`config.mk`:
```
export PLATFORM = sky130hd
export DESIGN_NAME = fpmul_op_sequencer_flat
export DESIGN_NICKNAME = d
export VERILOG_FILES = /design/src/rtl/fpmul_op_sequencer_if.sv /design/src/rtl/fpmul_op_sequencer.sv /design/src/flat_wrapper.sv
export SDC_FILE = /design/constraint.sdc
export NUM_CORES = 1
export LEC_CHECK = 0
export CORE_UTILIZATION = 52
export DETAILED_ROUTE_END_ITERATION = 12
export PLACE_DENSITY = 0.77
export SLEW_MARGIN = 20
export SYNTH_ARGS = -nofsm -noshare
export SYNTH_HDL_FRONTEND = slang
export SYNTH_SLANG_ARGS = --single-unit
```
`constraint.sdc`:
```
create_clock -name clk -period 3.28 [get_ports clk]
set_input_delay 0.656 -clock clk [delete_from_list [all_inputs] [get_ports clk]]
set_output_delay 0.656 -clock clk [all_outputs]
set_load 0.02 [all_outputs]
```
`src/rtl/fpmul_op_sequencer_if.sv`:
```
// Bundles the producer stream, the multiplier pins and the result stream.
// The sequencer connects through the slave modport; the environment uses master.
interface fpmul_op_sequencer_if #(
  parameter int DEPTH = 4
);
  localparam int CW = $clog2(DEPTH) + 1;

  logic          in_valid;
  logic          in_ready;
  logic [3:0]    in_r_mode;
  logic [31:0]   in_x;
  logic [31:0]   in_y;
  logic [3:0]    r_mode;
  logic [31:0]   fp_X;
  logic [31:0]   fp_Y;
  logic [31:0]   fp_Z;
  logic          ovrf;
  logic          udrf;
  logic          out_valid;
  logic          out_ready;
  logic [31:0]   out_z;
  logic          out_ovrf;
  logic          out_udrf;
  logic [CW-1:0] count;

  modport slave (
    input  in_valid, in_r_mode, in_x, in_y, fp_Z, ovrf, udrf, out_ready,
    output in_ready, r_mode, fp_X, fp_Y, out_valid, out_z, out_ovrf, out_udrf, count
  );

  modport master (
    output in_valid, in_r_mode, in_x, in_y, fp_Z, ovrf, udrf, out_ready,
    input  in_ready, r_mode, fp_X, fp_Y, out_valid, out_z, out_ovrf, out_udrf, count
  );
endinterface

```
`src/rtl/fpmul_op_sequencer.sv`:
```
// Operand FIFO plus a three-state sequencer that feeds the FP32 multiplier,
// holds the operands for MUL_LAT cycles and presents the captured product.
module fpmul_op_sequencer #(
  parameter int DEPTH   = 4,
  parameter int MUL_LAT = 2
) (
  input logic                 clk,
  input logic                 rst_n,
  fpmul_op_sequencer_if.slave bus
);
  localparam int AW = $clog2(DEPTH);
  localparam int CW = AW + 1;
  localparam int LW = $clog2(MUL_LAT + 1);

  typedef enum logic [1:0] {S_IDLE, S_BUSY, S_RESULT} state_t;

  state_t        r_state;
  state_t        w_state_next;
  logic [67:0]   r_mem [DEPTH];
  logic [AW-1:0] r_wr_ptr;
  logic [AW-1:0] r_rd_ptr;
  logic [CW-1:0] r_count;
  logic [CW-1:0] w_count_next;
  logic          r_in_ready;
  logic [LW-1:0] r_wait;
  logic [3:0]    r_mode_q;
  logic [31:0]   r_x;
  logic [31:0]   r_y;
  logic [31:0]   r_out_z;
  logic          r_out_ovrf;
  logic          r_out_udrf;
  logic          r_out_valid;
  logic          w_push;
  logic          w_pop;
  logic          w_capture;
  logic          w_release;
  logic [67:0]   w_head;

  assign w_push = bus.in_valid && r_in_ready;
  assign w_head = r_mem[r_rd_ptr];

  always_ff @(posedge clk) begin
    if (w_push) begin
      r_mem[r_wr_ptr] <= {bus.in_r_mode, bus.in_x, bus.in_y};
    end
  end

  always_ff @(posedge clk or negedge rst_n) begin
    if (!rst_n) begin
      r_state <= S_IDLE;
    end else begin
      r_state <= w_state_next;
    end
  end

  always_comb begin
    w_state_next = r_state;
    w_pop        = 1'b0;
    w_capture    = 1'b0;
    w_release    = 1'b0;
    case (r_state)
      S_IDLE: begin
        if (r_count != '0) begin
          w_pop        = 1'b1;
          w_state_next = S_BUSY;
        end
      end
      S_BUSY: begin
        if (r_wait == LW'(1)) begin
          w_capture    = 1'b1;
          w_state_next = S_RESULT;
        end
      end
      S_RESULT: begin
        if (bus.out_ready) begin
          w_release = 1'b1;
          if (r_count != '0) begin
            w_pop        = 1'b1;
            w_state_next = S_BUSY;
          end else begin
            w_state_next = S_IDLE;
          end
        end
      end
      default: w_state_next = S_IDLE;
    endcase
  end

  always_comb begin
    w_count_next = r_count;
    if (w_push && !w_pop) begin
      w_count_next = r_count + 1'b1;
    end else if (!w_push && w_pop) begin
      w_count_next = r_count - 1'b1;
    end
  end

  // in_ready tracks the registered occupancy only, so out_ready never reaches it combinationally.
  always_ff @(posedge clk or negedge rst_n) begin
    if (!rst_n) begin
      r_wr_ptr    <= '0;
      r_rd_ptr    <= '0;
      r_count     <= '0;
      r_in_ready  <= 1'b0;
      r_wait      <= '0;
      r_mode_q    <= '0;
      r_x         <= '0;
      r_y         <= '0;
      r_out_z     <= '0;
      r_out_ovrf  <= 1'b0;
      r_out_udrf  <= 1'b0;
      r_out_valid <= 1'b0;
    end else begin
      r_count    <= w_count_next;
      r_in_ready <= (w_count_next < CW'(DEPTH));
      if (w_push) begin
        r_wr_ptr <= r_wr_ptr + 1'b1;
      end
      if (w_pop) begin
        r_rd_ptr <= r_rd_ptr + 1'b1;
        r_mode_q <= w_head[67:64];
        r_x      <= w_head[63:32];
        r_y      <= w_head[31:0];
        r_wait   <= LW'(MUL_LAT);
      end else if (r_state == S_BUSY && !w_capture) begin
        r_wait <= r_wait - 1'b1;
      end
      if (w_capture) begin
        r_out_z     <= bus.fp_Z;
        r_out_ovrf  <= bus.ovrf;
        r_out_udrf  <= bus.udrf;
        r_out_valid <= 1'b1;
      end else if (w_release) begin
        r_out_valid <= 1'b0;
      end
    end
  end

  assign bus.in_ready  = r_in_ready;
  assign bus.r_mode    = r_mode_q;
  assign bus.fp_X      = r_x;
  assign bus.fp_Y      = r_y;
  assign bus.out_valid = r_out_valid;
  assign bus.out_z     = r_out_z;
  assign bus.out_ovrf  = r_out_ovrf;
  assign bus.out_udrf  = r_out_udrf;
  assign bus.count     = r_count;
endmodule

```
`src/flat_wrapper.sv`:
```
// flat-port wrapper written by rule: the top's interface ports become plain ports
module fpmul_op_sequencer_flat 
#(
  parameter int DEPTH   = 4,
  parameter int MUL_LAT = 2
)
  (clk, rst_n, bus_in_valid, bus_in_r_mode, bus_in_x, bus_in_y, bus_fp_Z, bus_ovrf, bus_udrf, bus_out_ready, bus_in_ready, bus_r_mode, bus_fp_X, bus_fp_Y, bus_out_valid, bus_out_z, bus_out_ovrf, bus_out_udrf, bus_count);
  fpmul_op_sequencer_if #(.DEPTH(DEPTH)) bus_i ();
  input logic clk;
  input logic rst_n;
  input wire logic [$bits(bus_i.in_valid)-1:0] bus_in_valid;
  input wire logic [$bits(bus_i.in_r_mode)-1:0] bus_in_r_mode;
  input wire logic [$bits(bus_i.in_x)-1:0] bus_in_x;
  input wire logic [$bits(bus_i.in_y)-1:0] bus_in_y;
  input wire logic [$bits(bus_i.fp_Z)-1:0] bus_fp_Z;
  input wire logic [$bits(bus_i.ovrf)-1:0] bus_ovrf;
  input wire logic [$bits(bus_i.udrf)-1:0] bus_udrf;
  input wire logic [$bits(bus_i.out_ready)-1:0] bus_out_ready;
  output wire logic [$bits(bus_i.in_ready)-1:0] bus_in_ready;
  output wire logic [$bits(bus_i.r_mode)-1:0] bus_r_mode;
  output wire logic [$bits(bus_i.fp_X)-1:0] bus_fp_X;
  output wire logic [$bits(bus_i.fp_Y)-1:0] bus_fp_Y;
  output wire logic [$bits(bus_i.out_valid)-1:0] bus_out_valid;
  output wire logic [$bits(bus_i.out_z)-1:0] bus_out_z;
  output wire logic [$bits(bus_i.out_ovrf)-1:0] bus_out_ovrf;
  output wire logic [$bits(bus_i.out_udrf)-1:0] bus_out_udrf;
  output wire logic [$bits(bus_i.count)-1:0] bus_count;
  assign bus_i.in_valid = bus_in_valid;
  assign bus_i.in_r_mode = bus_in_r_mode;
  assign bus_i.in_x = bus_in_x;
  assign bus_i.in_y = bus_in_y;
  assign bus_i.fp_Z = bus_fp_Z;
  assign bus_i.ovrf = bus_ovrf;
  assign bus_i.udrf = bus_udrf;
  assign bus_i.out_ready = bus_out_ready;
  assign bus_in_ready = bus_i.in_ready;
  assign bus_r_mode = bus_i.r_mode;
  assign bus_fp_X = bus_i.fp_X;
  assign bus_fp_Y = bus_i.fp_Y;
  assign bus_out_valid = bus_i.out_valid;
  assign bus_out_z = bus_i.out_z;
  assign bus_out_ovrf = bus_i.out_ovrf;
  assign bus_out_udrf = bus_i.out_udrf;
  assign bus_count = bus_i.count;
  fpmul_op_sequencer #(.DEPTH(DEPTH), .MUL_LAT(MUL_LAT)) u_core (.clk(clk), .rst_n(rst_n), .bus(bus_i));
endmodule
```
Word-level counts from Yosys, hierarchy flattened
Memory sizes are Yosys's and may differ from the RTL's. A register that Yosys moved wholly into a read port is not among the register bits.
Index checks and enable logic that the tools add are counted.

cells by class
  $add $sub $neg = 5
  $lt $le $gt $ge = 1
  equality and inequality tests = 6
  mux-type cells = 20
  reduce and logical (&&, ||, !) cells = 13

operators with widths
  operator                                               number
  2-to-1 mux 1 bit                                       11
  2-to-1 mux 2 bit                                       5
  2-to-1 mux 3 bit                                       2
  case mux 2 bit (3 select lines)                        1
  adder 2 x 1 -> 2 bit, second input constant            2
  == test 2 x 1 -> 1 bit, second input constant          2
  logical AND 1 bit                                      4
  zero test 1 bit                                        4
  inequality test 2 x 1 -> 1 bit, second input constant  2
  nonzero test 2 bit                                     2
  adder 3 x 1 -> 3 bit, second input constant            1
  less-than comparator 3 bit, second input constant      1
  AND reduction 3 bit                                    1
  nonzero test 3 bit                                     1
  subtractor 3 x 1 -> 3 bit, second input constant       1
  == test 2 bit, second input constant                   1
  zero test 2 bit                                        1
  inequality test 2 bit, second input constant           1
  case mux 1 bit (2 select lines)                        1
  subtractor 2 x 1 -> 2 bit, second input constant       1

storage, ports and cells
  register bits = 47
  bits in writable memories = 272
  input bits = 106
  output and inout port bits = 107
  word-level logic and storage cells = 56
  memories = 1

memories
  name          words  bits a word  rd ports  clocked after memory_dff  write ports  RTL line                  text
  u_core.r_mem  4      68           1         1                         1            fpmul_op_sequencer.sv:19  logic [67:0] r_mem [DEPTH];

Depth between registers and ports, before layout
Gate-level depths: netlist of the first run.

  word-level depth = 8
  depth in mapped cells = 11
  depth with buffers taken out = 9

Worst setup path before layout of the first run
OpenSTA, ideal clock, no wires.

  path type = input-to-reg
  from = input port bus_in_valid
  to = memory u_core.r_mem[0][0], enable pin
  library setup time = 0.434 ns
  arrival = 2.305 ns
  required time = 2.846 ns
  path slack = 0.542 ns
  stages = 1
  path buffers = 0
  cells stage by stage = and3_1

on the way
  cells in the longest elaborated chain, start to end = 3

ends and longest elaborated chain
  item                                    RTL line                  text
  from (decl)                             flat_wrapper.sv:11        input wire logic [$bits(bus_i.in_valid)-1:0] bus_in_valid;
  logical AND 1 bit                       fpmul_op_sequencer.sv:39  assign w_push = bus.in_valid && r_in_ready;
  2-to-1 mux 1 bit                        fpmul_op_sequencer.sv:43  if (w_push) begin
  2-to-1 mux 1 bit (implied by the code)  fpmul_op_sequencer.sv:44  r_mem[r_wr_ptr] <= {bus.in_r_mode, bus.in_x, bus.in_y};
  to (decl)                               fpmul_op_sequencer.sv:19

No other way between the ends.

==> impl_metrics.ini, run 1 <==
[pwr]
leakage_uw = 0.00679
powerDensity_nw_per_um2 = 975
ir_drop_mv = 0.578

[finish]
mostFrequentLayoutCell = edfxtp_1
finish.utilization_pct = 66.8
drive_gt1_share_pct = 25.9
areaGrowthSynthToFinish_pct = 25.9
layoutNonFillerInstCount = 1299
final_cell_mix = 272 x edfxtp_1, 211 x clkdlybuf4s50_1, 113 x dfrtp_1, 67 x mux2_4, 50 x mux4_2
nNetsFinal = 1006

[synth]
yosysWarnings = 0
synth.avg_cell_area_um2 = 23.0
yosysSeqAreaShare_pct = 74.7
yosys.area.top_type = edfxtp_1
syn_nets = 760
ys_seq_elements = 387
synth.distinct_cells = 33
postSynthCellCount = 644
synth_area_um2 = 14800
synth_top_area_share_pct = 55.3
netlist_top_cells_area = edfxtp_1 55%, dfrtp_1 19%, mux4_2 7.6%, mux2_4 6.8%, mux4_1 3.2%

[worst_setup_path]
crit_required_ps = 3670
r2r_start = u_core.bus.count[0]
critPathKind = register to register
cp-start-kind = register
cp_common_cell = ha_1
cp-end-kind = register
slowest_delay_ps = 540
crit_chain = inv_1 > ha_1 > nor2b_1 > or3_1 > ha_1 > a221o_1 > a22o_1
worstPathArrival_ps = 2870
crit_path_top_delay_cell = or3_1
cp_max_fo = 6
regToRegSetupSlack_ps = 800
crit_start = u_core.bus.count[0]
r2r_cells = 7

[global_routing]
grt_antenna_before_repair = 1
grt_pass1_vias = 7475
grt_first_pass_wirelength_um = 42000
grt-ovfl-total = 0
grtUsageTotal_pct = 19.4
grt_max_degree = 50

[min_path]
min_path_type = primary input to asynchronous set/reset pin

[cts]
cts_tree = built
ctsLongestPathBuffers = 3
clock-sinks = 387
path_clk_slew_ps = 60
holdBufCountCts = 0
worstSkewPairLatency_ps = 520
postCtsResizedCells = 0
cts-root-buf = clkbuf_16
post_cts_buffers = 0
cts_buffers = 39
h-tree-depth = 2

[floorplan]
dieWidth_um = 171
start_util_pct = 53.1
coreArea_um2 = 27900
pin_count = 213
rows = 61
die_h_um = 171
dieArea_um2 = 29100

[sta]
setup_viol = 0
whs_ps = 160
worstMarginPinSlew_ps = 645
post-route-period-util_pct = 75.6
fin_worst_skew_ps = 18.7
slew_headroom_pct = 57.0
rsz0062_at_grt = false
finalHoldViolCount = 0
finalCriticalPeriod_ps = 2480
finalMaxSlewViolations = 0
setup-tns-final_ps = 0
fmax_ghz = 0.403

[detailed_routing]
antenna_left = 0
drt_wl_total_um = 27500
drt_first_pass_iters = 4
drc = 0
viasPerCell = 5.38
vias = 6983
drt_iter0_markers = 339
wl_per_cell_um = 21.2

[status]
status = complete, no violations

[placed_design]
gp_congestion = 0.685
place_inst = 1227
numPortBuffers = 212
post-dp-hpwl_um = 16600

[run]
drv_cap = 0
[power by group]
| part | total [uW] | internal, uW | switching [uW] |
|---|---|---|---|
| Combinational | 6400 | 3590 | 2810 |
| Sequential | 7440 | 6680 | 760 |
| Clock | 4290 | 2580 | 1710 |
[stage by stage]
stage / cell area (um^2) / setup slack (ps) / total power (uW)
after floorplan: 14800 / 542 / 11700
after global placement: 17300 / 413 / 13900
after detailed placement: 17300 / 383 / 14000
after CTS: 18600 / 827 / 18400
after global routing: 18600 / 681 / 19000
final: 18600 / 800 / 18100
[routing by layer]
| metal | share of wire, % | GRT usage [%] | vias up |
|---|---|---|---|
| li1 | - | - | 3071 |
| met1 | 41 | 24.8 | 3643 |
| met2 | 50 | 33.3 | 223 |
| met3 | 6.7 | 4.44 | 44 |
| met4 | 2.0 | 5.44 | 2 |
| met5 | 0.047 | 0 | - |
[registers in the layout, indices dropped and copies added (netlist names), named ones only]
name	count
u_core.r_wr_ptr	2
u_core.r_mem	272
u_core.bus.out_ovrf	1
u_core.bus.fp_Y	32
u_core.r_state	2
u_core.bus.fp_X	32
u_core.bus.count	2
u_core.bus.out_z	32
u_core.bus.out_valid	1
u_core.r_wait	2
u_core.bus.out_udrf	1
u_core.bus.in_ready	1
u_core.bus.r_mode	4
u_core.r_rd_ptr	2
[cell families (layout without fill, tap and decap cells)]
| group | Yosys count | count (layout) | share of synthesized area (%) |
|---|---|---|---|
| AOI/OAI and AO/OA | 9 | 9 | 0.406 |
| xor gates and xnor gates | 5 | 5 | 0.296 |
| adders and majority gates | 10 | 10 | 0.847 |
| buffers and inverters | 37 | 312 | 2.43 |
| DFF | 387 | 387 | 74.7 |
| muxes | 171 | 171 | 20.4 |
| other | 0 | 2 | 0 |
| and+or+nand+nor | 25 | 25 | 0.931 |
[cell usage after synthesis]
cell type / instances
buf_1: 1
xor2_1: 1
a221o_1: 1
nor4b_1: 1
or2_2: 1
and3_1: 4
mux4_2: 50
a21oi_1: 1
dfrtp_1: 115
and2b_1: 1
clkinv_16: 1
xnor2_1: 4
clkbuf_1: 5
nor2b_4: 1
mux2_4: 67
mux2i_1: 1
buf_2: 4
mux2_2: 35
nor2b_1: 2
inv_1: 9
ha_1: 10
edfxtp_1: 272
or3_1: 1
nand2_1: 7
o21ai_0: 4
nand3_1: 1
buf_12: 7
mux4_1: 18
o211ai_1: 1
buf_6: 10
a22o_1: 2
nor2_1: 5
nor3b_1: 1
[critical path, delay by kind of cell (launching register included)]
family	cells	cell delay, ps
flip-flops	1	420
adder cells (fa/ha/maj)	2	650
AO/OA/AOI/OAI	2	540
AND/OR/NAND/NOR	2	670
buffers and inverters	1	100
[path summary, 6_finish.rpt]
check,endpoint
max in group asynchronous,u_core.bus.out_z[29]
hold reg to reg,u_core.bus.out_z[22]
setup / recovery,register
setup reg to reg,register
min in group clk,u_core.bus.out_z[22]
hold / removal,u_core.bus.fp_Y[31]
[final cells by class]
cell class | count | area [um^2]
Sequential cell | 387 | 11100
Clock buffer | 57 | 1150
Clock inverter | 13 | 113
Inverter | 10 | 63.8
Fill cell | 1814 | 9250
Multi-Input combinational cell | 220 | 3400
Timing Repair Buffer | 232 | 2360
Antenna cell | 2 | 5.00
Tap cell | 378 | 473
Power figures use the tool's default switching activity.
==> run 2, diff against run 1 <==
==> constraint.sdc (replaced) <==
create_clock -name clk -period 2.3 [get_ports clk]
set_input_delay 0.46 -clock clk [delete_from_list [all_inputs] [get_ports clk]]
set_output_delay 0.46 -clock clk [all_outputs]
set_load 0.02 [all_outputs]
==> impl_metrics.ini, run 2 (same netlist as run 1, synthesis figures left out) <==
[worst_setup_path]
regToRegSetupSlack_ps = 170
critPathKind = register to output pin
path_depth = 1
crit_start = u_core.bus.in_ready
slowest_delay_ps = 680
r2r_cells = 10
crit_chain = clkdlybuf4s50_1
crit_path_top_delay_cell = clkdlybuf4s50_1
crit_end = bus_in_ready
crit_required_ps = 1840
cp_num_buf_inv = 1
critical_path.top_delay_family = buffers and inverters
cp_max_fo = 7
r2r_start = u_core.bus.count[0]
worstPathArrival_ps = 1670
cp-start-kind = register
cp-end-kind = output pin

[floorplan]
die_h_um = 171
dieWidth_um = 171
pin_count = 213
rows = 61
coreArea_um2 = 27900
dieArea_um2 = 29100
start_util_pct = 53.1

[detailed_routing]
antenna_left = 0
wl_per_cell_um = 21.0
viasPerCell = 5.32
drc = 0
drt_wl_total_um = 27500
vias = 6970
drt_first_pass_iters = 4
drt_iter0_markers = 439

[sta]
post-route-period-util_pct = 92.8
setup_viol = 0
worstMarginPinSlew_ps = 483
rsz0062_at_grt = false
fin_worst_skew_ps = 11.3
finalMaxSlewViolations = 0
finalCriticalPeriod_ps = 2130
finalHoldViolCount = 0
setup-tns-final_ps = 0
slew_headroom_pct = 67.8
fmax_ghz = 0.469
whs_ps = 471

[cts]
cts_buffers = 38
cts-root-buf = clkbuf_16
ctsLongestPathBuffers = 3
clock-sinks = 387
h-tree-depth = 2
cts_tree = built
path_clk_slew_ps = 60
worstSkewPairLatency_ps = 520

[min_path]
min_path_type = primary input to asynchronous set/reset pin

[finish]
final_cell_mix = 272 x edfxtp_1, 211 x clkdlybuf4s50_1, 112 x dfrtp_1, 67 x mux2_4, 50 x mux4_2
top_register = u_core.r_mem
finish.utilization_pct = 67.5
drive_gt1_share_pct = 26.4
largest_reg_flops = 272
multiInputGateArea_um2 = 3400
nNetsFinal = 1017
regArea_um2 = 11100
mostFrequentLayoutCell = edfxtp_1
areaGrowthSynthToFinish_pct = 27.3
layoutNonFillerInstCount = 1309
antenna_cells = 0
fillerInstances = 1810

[pwr]
powerDensity_nw_per_um2 = 1390
finalPower_uw = 26200
ir_drop_mv = 0.732
leakage_uw = 0.00687

[placed_design]
numPortBuffers = 212
post-dp-hpwl_um = 17100
gp_congestion = 0.705
place_inst = 1238

[global_routing]
grt_first_pass_wirelength_um = 41900
grt_antenna_before_repair = 0
grt-ovfl-total = 0
grt_max_degree = 46
grt_pass1_vias = 7350
grtUsageTotal_pct = 19.3

[run]
drv_cap = 0

[status]
status = complete, no violations
[run 2: worst min-delay path by stage]
stage / depth (start not counted) / slack, ps / to
2_1_floorplan: 0 / 160 / asynchronous set/reset pin
3_3_place_gp: 1 / 440 / u_core.bus.fp_X[1]
3_5_place_dp: 1 / 440 / u_core.bus.fp_X[1]
4_1_cts: 2 / 470 / u_core.bus.fp_Y[12]
5_1_grt: 2 / 500 / u_core.bus.fp_X[25]
6_report: 2 / 470 / u_core.bus.fp_Y[28]
[run 2: layer usage]
layer  GRT usage [%]  part of all wire, %  wire [um]
met5               0                    0          0
met4            4.94                  1.8        494
met3            4.83                  8.0       2190
met2            32.9                   50      13700
met1            25.0                   40      11100
[run 2: through the flow]
step | setup WS, ps | instance area, um^2
6_report | 166 | 18800
2_1_floorplan | 28.4 | 14800
4_1_cts | 67.6 | 18800
5_1_grt | 34.2 | 18800
3_5_place_dp | -225 | 17600
3_3_place_gp | -195 | 17600
[run 2: power by group]
part / internal, uW / leakage, uW / switching, uW / total, uW
registers: 9530 / 0.00384 / 1010 / 10500
logic: 5400 / 0.00243 / 4130 / 9530
clock network: 3670 / 0.000601 / 2430 / 6100
[run 2: layout make-up]
cell class,instances,area share (%)
Sequential cell,387,58.8
Clock buffer,59,5.92
Tap cell,378,2.51
Multi-Input combinational cell,220,18.1
Inverter,10,0.339
Timing Repair Buffer,244,13.7
Clock inverter,11,0.685
[run 2: what timing repair did]
action                                  CTS  global route
gates resized for setup                   0             1
endpoints found under the setup margin    0             2
hold buffers                              1             0
endpoints found under the hold margin    40             0
setup buffers                             0             0
==> run 3, diff against run 2 <==
--- a/config.mk
+++ b/config.mk
@@ -8,7 +8,9 @@
 export CORE_UTILIZATION = 52
 export DETAILED_ROUTE_END_ITERATION = 12
 export PLACE_DENSITY = 0.77
+export SETUP_SLACK_MARGIN = 0.02
 export SLEW_MARGIN = 20
 export SYNTH_ARGS = -nofsm -noshare
 export SYNTH_HDL_FRONTEND = slang
 export SYNTH_SLANG_ARGS = --single-unit
+export TNS_END_PERCENT = 5
==> impl_metrics.ini, run 3 (same netlist as run 1, synthesis figures left out) <==
[worst_setup_path]
cp_max_fo = 5
cp-start-kind = register
critPathKind = register to register
worstPathArrival_ps = 2590
crit_required_ps = 2710
cp-end-kind = register

[finish]
drive_gt1_share_pct = 26.7
multiInputGateArea_um2 = 3400
nNetsFinal = 1019
areaGrowthSynthToFinish_pct = 27.5
regArea_um2 = 11100
final_cell_mix = 272 x edfxtp_1, 211 x clkdlybuf4s50_1, 113 x dfrtp_1, 67 x mux2_4, 50 x mux4_2
top_register = u_core.r_mem
mostFrequentLayoutCell = edfxtp_1
finish.utilization_pct = 67.6
fillerInstances = 1790
largest_reg_flops = 272
postLayoutCellArea_um2 = 18800

[detailed_routing]
wl_per_cell_um = 20.9
antenna_left = 0
drt_wl_total_um = 27400
drt_iter0_markers = 285
viasPerCell = 5.31
drt_first_pass_iters = 4
vias = 6968
drc = 0

[sta]
setup-tns-final_ps = 0
finalCriticalPeriod_ps = 2180
finalHoldViolCount = 0
post-route-period-util_pct = 94.6
setup_viol = 0
finalMaxSlewViolations = 0
fin_ws_ps = 125
worstMarginPinSlew_ps = 559
fmax_ghz = 0.460
slew_headroom_pct = 62.8
fin_worst_skew_ps = 19.0
rsz0062_at_grt = false

[pwr]
ir_drop_mv = 0.734
powerDensity_nw_per_um2 = 1390
finalPower_uw = 26200
leakage_uw = 0.00688

[floorplan]
pin_count = 213
coreArea_um2 = 27900
die_h_um = 171
dieArea_um2 = 29100
start_util_pct = 53.1
rows = 61
dieWidth_um = 171

[cts]
cts-root-buf = clkbuf_16
clock-sinks = 387
h-tree-depth = 2
ctsLongestPathBuffers = 3
path_clk_slew_ps = 60
post_cts_buffers = 0
worstSkewPairLatency_ps = 530
cts_tree = built
cts_buffers = 39

[placed_design]
dpl_worst_slack_ps = -260
gp_congestion = 0.695
place_area_um2 = 17600
numPortBuffers = 212
post-dp-hpwl_um = 17400

[global_routing]
grt_antenna_before_repair = 2
use_met1_pct = 25.0
busiest_layer = met2
grtUsageTotal_pct = 19.3
grt_util_met2_pct = 32.7
use_met3_pct = 4.70
grt-ovfl-total = 0
grt_max_degree = 56
grt_pass1_vias = 7413
grt_first_pass_wirelength_um = 41700

[status]
status = complete, no violations

[min_path]
min_path_type = primary input to asynchronous set/reset pin

[run]
drv_cap = 0
-- run 3: worst max-delay path: stages, from the launching register on --
cell and delay [ps]:
dfrtp_1 380, inv_1 80, ha_1 140, nor2b_1 170, or3_4 190, buf_12 130
clkinv_16 60, ha_1 210, nor2b_2 180, a221o_1 300, a22o_1 230
-- run 3: routing by layer --
| metal | vias to the layer above | wire (um) |
|---|---|---|
| li1 | 3106 | - |
| met1 | 3611 | 11500 |
| met2 | 208 | 13600 |
| met3 | 41 | 1840 |
| met4 | 2 | 500 |
| met5 | - | 12 |
-- run 3: what timing repair did --
action | CTS | global route
hold buffers | 1 | 0
endpoints found under the setup margin | 1 | 2
resized for setup | 1 | 1
hold endpoints to repair | 49 | 0
-- run 3: final timing paths --
check	slack, ps	endpoint	startpoint	cells after the start
max	120	register	u_core.bus.count[0]	10
min	460	u_core.bus.fp_X[3]	rst_n	2
max reg2reg	120	register	u_core.bus.count[0]	10
min reg2reg	500	u_core.bus.out_z[25]	u_core.bus.out_z[25]	1
max in group asynchronous	1240	u_core.bus.out_z[9]	rst_n	3
min in group clk	500	u_core.bus.out_z[25]	u_core.bus.out_z[25]	1
-- run 3: area by class of cell --
class	instances	area share, %
flip-flops and latches	387	58.7
well taps	378	2.51
diodes	1	0.0133
repair buffers	245	13.8
inverters	10	0.339
clock buffers	55	5.83
multi-input cells	220	18.1
clock inverters	16	0.784
-- run 3: stage by stage --
step,std cells,hold WS (ps)
floorplan,644,164
global placement,1239,457
detailed placement,1239,461
CTS,1311,462
global route,1312,502
finish,1312,460
-- run 3: power by group --
part	total [uW]	internal [uW]	switching, uW
clock network	6100	3580	2520
registers	10600	9530	1040
logic	9500	5410	4090
total	26200	18500	7660
